[config.mk]
export PLATFORM = sky130hd
export DESIGN_NAME = idiv_unit
export DESIGN_NICKNAME = d
export VERILOG_FILES = /design/src/rtl/div_pkg.sv /design/src/rtl/div_step.sv /design/src/rtl/idiv_unit.sv
export SDC_FILE = /design/constraint.sdc
export NUM_CORES = 1
export LEC_CHECK = 0
export CAP_MARGIN = 20
export CORE_UTILIZATION = 32
export CTS_BUF_LIST = sky130_fd_sc_hd__clkbuf_16
export DETAILED_ROUTE_END_ITERATION = 8
export GPL_TIMING_DRIVEN = 0
export PLACE_DENSITY = 0.5
export SLEW_MARGIN = 20
export SYNTH_ARGS = -nofsm -noshare
export SYNTH_HDL_FRONTEND = slang
export SYNTH_SLANG_ARGS = --single-unit
[constraint.sdc]
create_clock -name clk -period 16.1 [get_ports clk]
set_input_delay 2.415 -clock clk [delete_from_list [all_inputs] [get_ports clk]]
set_output_delay 2.415 -clock clk [all_outputs]
set_load 0.05 [all_outputs]
[src/rtl/div_pkg.sv]
// Shared types and constants for the LEGv8 integer divider.
// Provides the divider FSM state enum and the UDIV/SDIV decode fields.
`ifndef WORD
`define WORD 64
`endif

package div_pkg;

    typedef enum logic [1:0] {
        IDLE = 2'd0,
        RUN  = 2'd1,
        DONE = 2'd2
    } div_state_t;

    // R-format opcode shared by UDIV and SDIV; shamt selects the variant.
    localparam logic [10:0] UDIV_OPCODE = 11'b10011010110;
    localparam logic [10:0] SDIV_OPCODE = 11'b10011010110;
    localparam logic [5:0]  UDIV_SHAMT  = 6'b000010;
    localparam logic [5:0]  SDIV_SHAMT  = 6'b000011;

endpackage

[src/rtl/div_step.sv]
// Combinational single restoring-division step.
// Ports: rem_in/divisor/bit_in in, rem_out/q_bit out.
module div_step
    import div_pkg::*;
#(
    parameter int WIDTH = `WORD
) (
    input  logic [WIDTH-1:0] rem_in,
    input  logic [WIDTH-1:0] divisor,
    input  logic             bit_in,
    output logic [WIDTH-1:0] rem_out,
    output logic             q_bit
);

    // Shifted partial remainder needs one extra bit so the
    // comparison against the divisor never loses the carry-out.
    logic [WIDTH:0]   shifted;
    logic [WIDTH-1:0] diff;

    always_comb begin
        shifted = {rem_in, bit_in};
        q_bit   = (shifted >= {1'b0, divisor});
        // When the subtraction succeeds the true difference is below
        // the divisor, so the low WIDTH bits hold it exactly.
        diff    = shifted[WIDTH-1:0] - divisor;
        rem_out = q_bit ? diff : shifted[WIDTH-1:0];
    end

endmodule

[src/rtl/idiv_unit.sv]
// Multi-cycle restoring integer divider (UDIV/SDIV), one bit per clock.
// Ports: clk, reset, start, is_signed, dividend, divisor in;
//        busy, done, quotient, remainder, div_by_zero out.
module idiv_unit
    import div_pkg::*;
#(
    parameter int WIDTH = `WORD
) (
    input  logic             clk,
    input  logic             reset,
    input  logic             start,
    input  logic             is_signed,
    input  logic [WIDTH-1:0] dividend,
    input  logic [WIDTH-1:0] divisor,
    output logic             busy,
    output logic             done,
    output logic [WIDTH-1:0] quotient,
    output logic [WIDTH-1:0] remainder,
    output logic             div_by_zero
);

    localparam int CW = (WIDTH > 1) ? $clog2(WIDTH) : 1;
    localparam logic [CW-1:0] CNT_LAST = CW'(WIDTH - 1);

    div_state_t state_q;
    div_state_t state_d;

    logic [CW-1:0]    cnt_q;
    logic [WIDTH-1:0] rem_q;
    logic [WIDTH-1:0] dd_q;
    logic [WIDTH-1:0] dvs_q;
    logic             q_neg_q;
    logic             r_neg_q;

    logic             accept;
    logic             zero_dvs;
    logic             last;
    logic             a_neg;
    logic             b_neg;
    logic [WIDTH-1:0] a_mag;
    logic [WIDTH-1:0] b_mag;
    logic [WIDTH-1:0] step_rem;
    logic             step_q;
    logic [WIDTH-1:0] q_raw;

    always_comb begin
        accept   = start && (state_q == IDLE || state_q == DONE);
        zero_dvs = (divisor == '0);
        last     = (state_q == RUN) && (cnt_q == '0);
        a_neg    = is_signed && dividend[WIDTH-1];
        b_neg    = is_signed && divisor[WIDTH-1];
        // |MIN_INT| wraps to itself and is used as an unsigned magnitude.
        a_mag    = a_neg ? -dividend : dividend;
        b_mag    = b_neg ? -divisor : divisor;
        q_raw    = {dd_q[WIDTH-2:0], step_q};
    end

    // The dividend register shifts out its MSB each step and
    // shifts in the quotient bit, ending up holding the quotient.
    div_step #(
        .WIDTH(WIDTH)
    ) u_step (
        .rem_in (rem_q),
        .divisor(dvs_q),
        .bit_in (dd_q[WIDTH-1]),
        .rem_out(step_rem),
        .q_bit  (step_q)
    );

    always_ff @(posedge clk) begin
        if (reset) begin
            state_q <= IDLE;
        end else begin
            state_q <= state_d;
        end
    end

    always_comb begin
        state_d = state_q;
        unique case (state_q)
            IDLE: begin
                if (start) begin
                    state_d = zero_dvs ? DONE : RUN;
                end
            end
            RUN: begin
                if (cnt_q == '0) begin
                    state_d = DONE;
                end
            end
            DONE: begin
                if (start) begin
                    state_d = zero_dvs ? DONE : RUN;
                end else begin
                    state_d = IDLE;
                end
            end
            default: state_d = IDLE;
        endcase
    end

    always_comb begin
        busy = (state_q == RUN);
        done = (state_q == DONE);
    end

    always_ff @(posedge clk) begin
        if (reset) begin
            cnt_q       <= '0;
            rem_q       <= '0;
            dd_q        <= '0;
            dvs_q       <= '0;
            q_neg_q     <= 1'b0;
            r_neg_q     <= 1'b0;
            quotient    <= '0;
            remainder   <= '0;
            div_by_zero <= 1'b0;
        end else if (accept) begin
            cnt_q   <= CNT_LAST;
            rem_q   <= '0;
            dd_q    <= a_mag;
            dvs_q   <= b_mag;
            q_neg_q <= a_neg ^ b_neg;
            r_neg_q <= a_neg;
            // Zero divisor skips the iteration and gives the ARM result.
            if (zero_dvs) begin
                quotient    <= '0;
                remainder   <= dividend;
                div_by_zero <= 1'b1;
            end
        end else if (state_q == RUN) begin
            rem_q <= step_rem;
            dd_q  <= q_raw;
            if (last) begin
                quotient    <= q_neg_q ? -q_raw : q_raw;
                remainder   <= r_neg_q ? -step_rem : step_rem;
                div_by_zero <= 1'b0;
            end else begin
                cnt_q <= cnt_q - CW'(1);
            end
        end
    end

endmodule

==> results of run 1 <==
-- flip-flops by register name, summed over array words and instances (netlist names) --
| signal | count |
|---|---|
| cnt_q | 6 |
| dd_q | 64 |
| div_by_zero | 1 |
| dvs_q | 64 |
| q_neg_q | 1 |
| quotient | 64 |
| r_neg_q | 1 |
| rem_q | 64 |
| remainder | 64 |
| state_q | 2 |
-- cell usage after synthesis, types with 54 or more instances --
cell type  number  area (um^2)
a211oi_1      137         1030
a21oi_1       220         1100
a311oi_1       87          762
clkbuf_1      155          582
dfxtp_1       331         6630
ha_1           70          876
inv_1          98          368
nand2_1       425         1600
nand3_1        54          270
nor2_1        434         1630
nor3_1        113          566
o21ai_0       158          791
o31ai_1        69          518
xnor2_1       131         1150
xor2_1        119         1040
-- cell families (layout without fill, tap and decap cells) --
group	count (synthesis)	after routing	synth area share
AOI/OAI and AO/OA	991	991	0.277
and+or+nand+nor	1359	1359	0.257
muxes	47	47	0.0193
DFF	331	331	0.268
buffers and inverters	332	673	0.0545
adders and majority gates	71	71	0.0362
xor gates and xnor gates	250	250	0.0885
-- through the flow --
stage	utilization	hold WS [ps]	std cells
after global routing	0.395	467	4752
after floorplan	-	432	3381
after global placement	0.376	439	4673
after CTS	0.394	451	4751
after detailed placement	0.376	444	4675
final	0.395	450	4752
-- final cells by class --
class                      instances  area (um^2)
buffer                           231          975
clock buffer                      43         1080
clock inverter                    33          313
fill                            8192        46100
inverter                         101          379
multi-input combinational       2718        16800
sequential                       331         6630
tap                             1030         1290
timing repair buffer             265         2650
-- worst max path at each step --
stage | end | slack [ps] | depth (start not counted)
detailed placement | remainder[44] | 7460 | 25
finish | remainder[44] | 7130 | 25
global placement | remainder[44] | 7000 | 24
global route | remainder[44] | 7010 | 25
CTS | remainder[44] | 7400 | 25
floorplan | remainder[63] | 10420 | 13
-- worst max-delay path, delay by kind of cell, from the launching register on --
kind,cells,cell delay [ps]
adder cells (fa/ha/maj),2,660
buffers and inverters,8,2520
AND/OR/NAND/NOR,5,1750
XOR/XNOR,1,340
flip-flops,1,430
AO/OA/AOI/OAI,9,3080
-- routing by layer --
metal  global-route usage  vias up
met5                    0        -
met2                0.481     1105
met1                0.389    12600
li1                     -    13000
met4                0.122        4
met3               0.0325      203
-- cells in the final DEF (no fill, tap or decap), types with 23 or more instances in the layout --
master | synthesis | final
buf_2 | 51 | 52
a211oi_1 | 137 | 137
mux2i_1 | 41 | 41
o31ai_1 | 69 | 69
nand3_1 | 54 | 54
ha_1 | 70 | 70
a22oi_1 | 47 | 47
o41ai_1 | 23 | 23
xnor2_1 | 131 | 131
inv_1 | 98 | 105
nor2_1 | 434 | 434
and2_1 | 32 | 32
or4_1 | 31 | 31
clkbuf_1 | 155 | 151
nand2_1 | 425 | 425
nand4_1 | 51 | 51
nand2b_1 | 24 | 24
a31oi_1 | 29 | 29
nor3_1 | 113 | 113
dfxtp_1 | 331 | 331
a311oi_1 | 87 | 87
clkbuf_16 | 0 | 43
or3_1 | 42 | 42
nor4_1 | 43 | 42
o21ai_0 | 158 | 158
a21o_1 | 27 | 27
a21oi_1 | 220 | 220
clkdlybuf4s50_1 | 0 | 262
xor2_1 | 119 | 119
-- report_power, final --
| group | internal (uW) | leakage, uW | total [uW] | switching, uW |
|---|---|---|---|---|
| logic | 510 | 0.00710 | 1590 | 1080 |
| clock network | 567 | 0.000697 | 980 | 413 |
| registers | 879 | 0.00271 | 954 | 75.1 |
==> run metrics, run 1 <==
die area=78400 um^2; first-pass GRT wire length=172000 um; wire length per cell=25.0 um; Core Rows=101; hold path startpoint=dvs_q[60]; CTS Buf Count=43; Syn Area/Cell=7.31 um^2; fin crit share=0.557; vias in the first global route=25600; core area=76200 um^2; Worst Setup SP=rem_q[22]; Min-Delay Endpoint=dvs_q[60]; EDFF count, synth=0; metal2 WL=54200 um; R2R Path End=remainder[44]; Critical Path RT=16540 ps; R2R Setup Slk=7130 ps; syn nets=3584; largest net degree at the start of global routing=13; buffer depth of the longest clock path=3; maximum VDD drop=72.0 uV; cts repair resizes=0; final hold vios=0; max incr delay on CP=1030 ps; Setup CP Type=reg2reg; Routed WL=119000 um; CTS tree=done; post-synthesis sequential element count=331; minimum clock period after layout=8970 ps; hold path cells=2; via count=27000; Lkg Pwr=0.0105 uW; Setup Skew=27.2 ps; crit path capture type=register; Yosys cell types=102; WP data arrival=9410 ps; first-pass iteration count of the detailed router=8; Max H-tree Level=2; global route total overflow=0; Worst-Margin Slew=1230 ps; initial antenna violation count=7; Area after DPL=28700 um^2; DRC errors left=0; post-route ant nets=0; cells after synthesis=3381; total power=3530 uW; Met1 Wirelength=51700 um; postcts setup bufs=0; port buffer count=262; max_cap viols=0; violation count after the first detailed-route iteration=2731; cts hold-fix bufs=0; met3 WL=7790 um; Vias/cell=5.68; Clk pin slew, worst setup/hold paths=60 ps; Ports=263; Die W=280 um; Worst Slack Setup Final=7130 ps; layout net count=3894; clk_lat worst skew=600 ps; Main synth FF type=dfxtp_1; YS warnings=0; # setup viols final=0; FF-to-FF Start=rem_q[22]; FFs w/ async S/R, synth=0; power per cell area=117 nW/um^2; Layout area overhead=21.6%; reg2reg path depth=25; Die Height=280 um; total number of clock tree sinks=331; CP Max Fanout=10; number of inserted diodes=0; Hold/Removal Path Class=reg2reg; fmax=111 MHz; max-slew violation count=0; clock root buffer master=clkbuf_16; All-Layer GR Usage=0.294; CP max stage cell=nor3_1; starting density of the core=0.324; GP Congestion=0.964; Slew headroom=0.176; final instance area=30100 um^2; Detail Placement HPWL=95500 um; Crit path top cell by count=buf_2; Place WS=7460 ps; Setup TNS=0 ps; highest metal used=met5; layout cells sized above 1=0.0513; synthesized area=24700 um^2; Worst setup SP type=register; status=completed; RSZ-0062 raised after global routing=no; sequential fraction of the synthesis area=0.268
No activity file was read; power rests on OpenSTA's default activity.
==> inputs of run 2 (changes only) <==
Clock period 16.1 ns to 9.4 ns, I/O delays scaled along.
==> results of run 2 <==
The final DEF is identical to that of run 1. Status: completed.
Among the figures that moved: setup slack after placement 7460 ps -> 763 ps; setup slack after layout 7130 ps -> 429 ps; register-to-register setup slack 7130 ps -> 430 ps; total power 3530 uW -> 6040 uW; worst IR drop on VDD 72.0 uV -> 123 uV
